`src/rtl/datapath_op_driver.sv`:
```
// datapath_op_driver
// Host-side driver for the registered datapath ALU. Commands are taken over a
// valid/ready handshake, registered onto the ALU operand port, and the ALU's
// result is captured two edges later and checked against a golden model.
// Checked results return in command order through a small response FIFO.
// Credits (FIFO occupancy plus both pipeline stages) gate cmd_ready, so the
// push side can never find the FIFO full.
//
// Ports:
//   clk, rst                  rising-edge clock, async active-low reset
//   cmd_valid/cmd_ready       command handshake
//   cmd_a, cmd_b, cmd_op      operands and opcode (00 add, 01 and, 10 xor, 11 pass A)
//   alu_a, alu_b, alu_op      registered operands/opcode to the ALU
//   alu_result, alu_valid     ALU registered result, one cycle after alu_*
//   rsp_valid/rsp_ready       response handshake (FIFO head)
//   rsp_data, rsp_err         head result and its mismatch flag
//   err_count                 saturating count of mismatched results
//   busy                      anything in flight or queued
module datapath_op_driver #(
    parameter int WIDTH = 16,
    parameter int DEPTH = 4
) (
    input  logic             clk,
    input  logic             rst,
    input  logic             cmd_valid,
    output logic             cmd_ready,
    input  logic [WIDTH-1:0] cmd_a,
    input  logic [WIDTH-1:0] cmd_b,
    input  logic [1:0]       cmd_op,
    output logic [WIDTH-1:0] alu_a,
    output logic [WIDTH-1:0] alu_b,
    output logic [1:0]       alu_op,
    input  logic [WIDTH-1:0] alu_result,
    input  logic             alu_valid,
    output logic             rsp_valid,
    input  logic             rsp_ready,
    output logic [WIDTH-1:0] rsp_data,
    output logic             rsp_err,
    output logic [7:0]       err_count,
    output logic             busy
);

    localparam int AW = (DEPTH > 1) ? $clog2(DEPTH) : 1;

    typedef logic [AW-1:0] ptr_t;
    typedef logic [AW:0]   occ_t;
    typedef logic [AW+1:0] cred_t;

    localparam ptr_t  PTR_ONE = ptr_t'(1);
    localparam occ_t  OCC_ONE = occ_t'(1);
    localparam cred_t CRED_MAX = cred_t'(DEPTH);

    function automatic logic [WIDTH-1:0] golden(input logic [WIDTH-1:0] a,
                                                input logic [WIDTH-1:0] b,
                                                input logic [1:0]       op);
        logic [WIDTH-1:0] r;
        case (op)
            2'b00:   r = a + b;
            2'b01:   r = a & b;
            2'b10:   r = a ^ b;
            default: r = a;
        endcase
        return r;
    endfunction

    logic             p1, p2;
    logic [WIDTH-1:0] exp1, exp2;

    logic [WIDTH-1:0] mem_data [DEPTH];
    logic             mem_err  [DEPTH];
    ptr_t             wr_ptr, rd_ptr;
    occ_t             occ;

    logic  accept, push, pop, push_err;
    cred_t credits_used;

    // Every accepted-but-not-popped command holds one credit, wherever it is.
    assign credits_used = cred_t'(occ) + cred_t'(p1) + cred_t'(p2);
    assign cmd_ready    = rst & (credits_used < CRED_MAX);
    assign accept       = cmd_valid & cmd_ready;

    assign push      = p2;
    assign push_err  = (alu_result != exp2) | ~alu_valid;
    assign rsp_valid = (occ != '0);
    assign pop       = rsp_valid & rsp_ready;
    assign rsp_data  = mem_data[rd_ptr];
    assign rsp_err   = mem_err[rd_ptr];
    assign busy      = p1 | p2 | rsp_valid;

    // Operand registers and expected-value pipeline
    always_ff @(posedge clk or negedge rst) begin
        if (!rst) begin
            alu_a  <= '0;
            alu_b  <= '0;
            alu_op <= '0;
            p1     <= 1'b0;
            exp1   <= '0;
            p2     <= 1'b0;
            exp2   <= '0;
        end else begin
            p1   <= accept;
            p2   <= p1;
            exp2 <= exp1;
            if (accept) begin
                alu_a  <= cmd_a;
                alu_b  <= cmd_b;
                alu_op <= cmd_op;
                exp1   <= golden(cmd_a, cmd_b, cmd_op);
            end
        end
    end

    // Response FIFO
    always_ff @(posedge clk or negedge rst) begin
        if (!rst) begin
            for (int i = 0; i < DEPTH; i++) begin
                mem_data[i] <= '0;
                mem_err[i]  <= 1'b0;
            end
            wr_ptr <= '0;
            rd_ptr <= '0;
            occ    <= '0;
        end else begin
            if (push) begin
                mem_data[wr_ptr] <= alu_result;
                mem_err[wr_ptr]  <= push_err;
                wr_ptr           <= wr_ptr + PTR_ONE;
            end
            if (pop) begin
                rd_ptr <= rd_ptr + PTR_ONE;
            end
            case ({push, pop})
                2'b10:   occ <= occ + OCC_ONE;
                2'b01:   occ <= occ - OCC_ONE;
                default: occ <= occ;
            endcase
        end
    end

    always_ff @(posedge clk or negedge rst) begin
        if (!rst) begin
            err_count <= '0;
        end else if (push && push_err && (err_count != 8'hFF)) begin
            err_count <= err_count + 8'd1;
        end
    end

endmodule

```
`config.mk`:
```
export PLATFORM = sky130hd
export DESIGN_NAME = datapath_op_driver
export DESIGN_NICKNAME = d
export VERILOG_FILES = /design/src/rtl/datapath_op_driver.sv
export SDC_FILE = /design/constraint.sdc
export NUM_CORES = 1
export LEC_CHECK = 0
export CORE_ASPECT_RATIO = 1.2
export CORE_MARGIN = 2
export CORE_UTILIZATION = 40
export DETAILED_ROUTE_END_ITERATION = 10
export PLACE_DENSITY = 0.68
export SYNTH_ARGS = -nofsm -noshare
export SYNTH_HDL_FRONTEND = slang
export SYNTH_SLANG_ARGS = --single-unit
```
`constraint.sdc`:
```
create_clock -name clk -period 2.27 [get_ports clk]
set_input_delay 0.227 -clock clk [delete_from_list [all_inputs] [get_ports clk]]
set_output_delay 0.227 -clock clk [all_outputs]
set_load 0.02 [all_outputs]
```
**Word level (Yosys, flattened, before mapping)**

Index checks and enable logic that the tools add are counted.

- Shift-type cells: 0
- Equality and inequality tests: 6
- Bitwise logic cells: 11
- Multiply operators: 0
- Reduce and logical (&&, ||, !) cells: 6
- Divide/modulo/power cells: 0
- Mux-type cells: 14
- $lt $le $gt $ge: 4
- $add $sub $neg: 8

Operators with widths:

| cell | number |
|---|---|
| bitwise mux 64 bit | 1 |
| 2-to-1 mux 16 bit | 3 |
| case mux 16 bit (3 select lines) | 1 |
| binary-select mux 16 bit (select 2 bit) | 1 |
| demux 16 bit (select 2 bit) | 1 |
| adder 16 bit | 1 |
| AND 16 bit | 1 |
| != test 16 bit | 1 |
| XOR 16 bit | 1 |
| adder 8 x 1 -> 8 bit (second input constant) | 1 |
| != test 8 bit (second input constant) | 1 |
| greater-or-equal comparator 3 bit (second input constant) | 2 |
| inverter 2 -> 3 bit | 2 |
| case mux 3 bit (2 select lines) | 1 |
| adder 2 x 1 -> 2 bit (second input constant) | 2 |
| adder 3 x 1 -> 4 bit | 1 |
| adder 4 x 1 -> 4 bit | 1 |
| bitwise mux 4 bit | 1 |
| equality test 2 x 1 -> 1 bit (second input constant) | 2 |
| equality test 2 bit (second input constant) | 2 |
| < comparator 4 x 3 -> 1 bit (second input constant) | 1 |
| adder 3 x 1 -> 3 bit (second input constant) | 1 |
| AND 1 bit | 3 |
| logical AND 1 bit | 3 |
| other kinds (10) | 14 |

- RAM bits: 0
- Latch bits: 0
- Bits in read-only memories: 0
- Output and inout bits: 62
- Memories kept: 0
- Bits of input ports: 55
- Register bits after elaboration: 151
- Word-level logic and storage cells: 68

**Logic depth before layout (Yosys ltp)**

- Depth in word-level cells: 6
- Depth in mapped cells: 10
- Depth with buffers taken out: 9

**Worst setup path after synthesis**

OpenSTA, ideal clock, no wires.

- Kind: in2reg
- From: in cmd_a[0]
- To: reg exp1[10]
- Path buffers: 0
- Slack: 0.121 ns
- Arrival time: 2.018 ns
- Library setup time: 0.131 ns
- Data required time: 2.139 ns
- Cell stages on the path: 9
- Path through: ha_1 -> fa_1 -> a21o_1 -> a31oi_2 -> nor3b_2 -> o21ai_1 -> mux2_1 -> o221ai_1 -> o21ai_1

- Word-level cells in the longest chain between the ends: 2

Ends and longest elaborated chain:

| item | RTL line | text |
|---|---|---|
| start, declared | 27 | `input logic [WIDTH-1:0] cmd_a,` |
| adder 16 bit | 58 | `2'b00: r = a + b;` |
| case mux 16 bit (3 select lines) | 57 | `case (op)` |
| end signal, assigned | 108 | `exp1 <= golden(cmd_a, cmd_b, cmd_op);` |
| end, declared | 67 | `logic [WIDTH-1:0] exp1, exp2;` |

No other way between the ends.
A chain may end at the register's enable or synchronous reset.

**Worst setup path after layout**

Ends and elaborated chain as after synthesis.

==> flow_metrics.py <==
metrics = {
    "sta": {
        "period_needed_ps": 2190,
        "skew_ps": 5.59,
        "finalMaxSlewViolations": 0,
        "relSlewSlack_pct": 44.6,
        "period_share_pct": 96.5,
        "tightest_slew_ps": 830,
        "setup_tns_ps": 0,
        "setup_viol": 0,
        "fmax_mhz": 457,
        "hold_viol": 0,
        "rsz0062_at_grt": "false",
    },
    "floorplanning": {
        "fp.dieArea_sq_um": 19500,
        "rows": 54,
        "die_w_microns": 128,
        "core-area_sq_um": 18100,
        "initial_utilization_pct": 40.6,
        "fp.dieH_microns": 153,
        "pin_count": 117,
    },
    "worst_setup_path": {
        "crit_required_ps": 2570,
        "crit_slowest_cell": "clkdlybuf4s50_1",
        "rr_worst_depth": 10,
        "path_cells": "clkdlybuf4s50_1 -> ha_1 -> fa_2 -> a21o_1 -> a31oi_4 -> nor3b_2 -> o21ai_1 -> mux2_1 -> o221ai_1 -> o21ai_1",
        "crit_path_end_kind": "flop",
        "critPathMaxFanout": 3,
        "cpPeakStageDelay_ps": 430,
        "crit_top_cell": "o21ai_1",
        "worstPathArrival_ps": 2490,
        "critPathLaunchType": "primary input",
        "crit_type": "in2reg",
    },
    "yosys": {
        "synth_edf_count": 0,
        "async_flop_share_pct": 100,
        "synth_top_area_share_pct": 51.4,
        "synth_fp_nets": 716,
        "yosysWarningCount": 0,
        "synthesis.instances": 636,
        "synthFlopType": "dfrtp_1",
        "synth_largest_area_cell": "dfrtp_1",
        "ys_top_cells_by_area": "dfrtp_1 (51%), mux2_2 (10%), nand2_1 (7.2%)",
        "synthDistinctLibCells": 56,
        "syn-cell-area_sq_um": 7360,
        "seq_area_frac_synth_pct": 51.4,
        "yosys_register_bits": 151,
        "syn_avg_cell_area_sq_um": 11.6,
    },
    "power_and_ir_drop": {
        "p_leak_uw": 0.00439,
        "power_density_nw_per_um2": 1300,
        "peakVddDrop_uv": 561,
    },
    "global_route": {
        "grt_max_degree": 152,
        "grt_overflow": 0,
        "antenna_found_initial": 0,
        "grt.total_usage_pct": 18.6,
        "grt_pass1_wl_microns": 28900,
        "grt_pass1_vias": 5791,
    },
    "drt": {
        "via_per_inst": 5.18,
        "wl_microns": 17600,
        "avgRoutedWirePerCell_microns": 16.9,
        "drc": 0,
        "antenna_left": 0,
        "drt-pass1-iter-count": 5,
        "vias": 5403,
        "drtIter0Drc": 265,
    },
    "clock_tree": {
        "clk_pin_slew_ps": 60,
        "cts-root-buf": "clkbuf_16",
        "cts_tree": "yes",
        "cts_buffer_depth": 2,
        "cts_made_buffers": 17,
        "cts-htree-levels": 4,
        "clk_latency_ps": 420,
        "cts.sinks": 151,
    },
    "status": {
        "outcome": "complete, no violations",
    },
    "final_layout": {
        "area_delta_synth_final_pct": 33.9,
        "layout-drive-gt1-share_pct": 24.8,
        "final_nets": 886,
        "diodes": 0,
        "layout.cells.non_filler": 1043,
    },
    "place": {
        "detailed_place_hpwl_microns": 12300,
        "io_buffer_count": 116,
        "placedCellCount": 1008,
        "gp_congestion": 0.849,
    },
    "hold_path": {
        "min_path_cells": 0,
        "min_path_type": "reg2reg",
    },
    "job": {
        "maxCapViolCount": 0,
    },
}
## kinds of logic (layout without fill, tap and decap cells)
| group | count (synthesis) | in the layout | synth area share (%) |
|---|---|---|---|
| AOI/OAI and AO/OA | 84 | 84 | 7.59 |
| xor gates and xnor gates | 31 | 31 | 3.69 |
| adders and majority gates | 25 | 25 | 4.46 |
| buffers and inverters | 41 | 224 | 2.36 |
| DFF | 151 | 151 | 51.4 |
| muxes | 100 | 100 | 18.6 |
| and+or+nand+nor | 204 | 204 | 11.9 |
## state kept, by name (all words and copies together), names as in the netlist
name       cells
wr_ptr         2
rd_ptr         2
mem_data      64
err_count      8
alu_op         2
alu_b         16
alu_a         16
p2             1
p1             1
occ            3
exp2          16
mem_err        4
exp1          16
## where the power goes
| group | switching, uW | internal, uW | total (uW) |
|---|---|---|---|
| clock | 1090 | 1870 | 2960 |
| combinational | 2480 | 2660 | 5150 |
| sequential | 745 | 3980 | 4720 |
| total | 4320 | 8510 | 12800 |
## synthesized netlist by cell type (3+ instances only)
| cell type | instances |
|---|---|
| xnor2_1 | 22 |
| a21oi_1 | 21 |
| dfrtp_1 | 151 |
| a21o_1 | 3 |
| inv_1 | 11 |
| nor2_1 | 23 |
| buf_1 | 3 |
| xor2_1 | 9 |
| nand3_1 | 11 |
| clkbuf_1 | 16 |
| o21ai_1 | 3 |
| nand2b_1 | 4 |
| nand4_1 | 4 |
| o21ai_0 | 21 |
| mux2_2 | 68 |
| nand2_1 | 142 |
| buf_2 | 10 |
| mux4_2 | 22 |
| and3_1 | 4 |
| a31oi_1 | 7 |
| o221ai_1 | 3 |
| ha_1 | 23 |
| nor3_1 | 3 |
| mux2i_1 | 8 |
| o31ai_1 | 4 |
## final timing paths
| check | startpoint | to | slack, ps |
|---|---|---|---|
| max in group asynchronous | rst | alu_b[1] | 1160 |
| hold reg to reg | exp1[5] | exp2[5] | 370 |
| hold / removal | exp1[5] | exp2[5] | 370 |
| min in group asynchronous | rst | occ[2] | 460 |
| setup reg to reg | occ[0] | exp1[15] | 190 |
| setup / recovery | cmd_a[0] | exp1[10] | 80 |
## layout make-up
cell class,instances,area [sq um]
sequential,151,3780
inverter,11,45.0
timing repair buffer,181,1690
multi-input combinational,444,3430
tap,224,280
clock buffer,20,447
fill,1571,8260
clock inverter,12,175
## critical path, delay by kind of cell
family	cells	cell delay [ps]
and+or+nand+nor	1	80
buffers and inverters	1	430
muxes	1	340
adders and majority gates	2	610
AOI/OAI and AO/OA	5	810
## layout by cell type, fill, tap and decap left out, drive strengths merged, types with 8 or more instances in the layout
master and instances:
ha 23, clkdlybuf4s50 97, mux2i 8, nor2 24, nand2 142, mux2 70, a21oi 22, dfrtp 151
mux4 22, xor2 9, buf 64, a31oi 9, clkbuf 22, xnor2 22, nand3 11, o21ai 26
dlygate4sd2 17, inv 11
## metal layers
| layer | GRT usage (%) | routed length, microns |
|---|---|---|
| met4 | 5.76 | 219 |
| met3 | 3.76 | 701 |
| met1 | 23.0 | 7480 |
| met5 | 0 | 0 |
| met2 | 32.8 | 9210 |
## per-stage QoR
stage / hold WS [ps] / area (sq um) / utilization, % / setup WS (ps) / total power (uW)
floorplan: -68.6 / 7360 / - / 121 / 7790
global placement: 362 / 9180 / 50.7 / -416 / 9870
detailed placement: 354 / 9180 / 50.7 / -479 / 10100
CTS: 367 / 9800 / 54.1 / 26.3 / 12900
global route: 380 / 9850 / 54.4 / 1.75 / 13600
finish: 368 / 9850 / 54.4 / 79.8 / 12800
## timing repair
item                                    4_1_cts  5_1_grt
buffers inserted                              0        1
endpoints found under the hold margin       100        0
hold buffers                                  1        0
cloned                                        0        1
endpoints found under the setup margin       20       23
gates resized for setup                      20        6
pin swaps                                     3        3
Note: power is estimated with default switching activity, not from simulation.
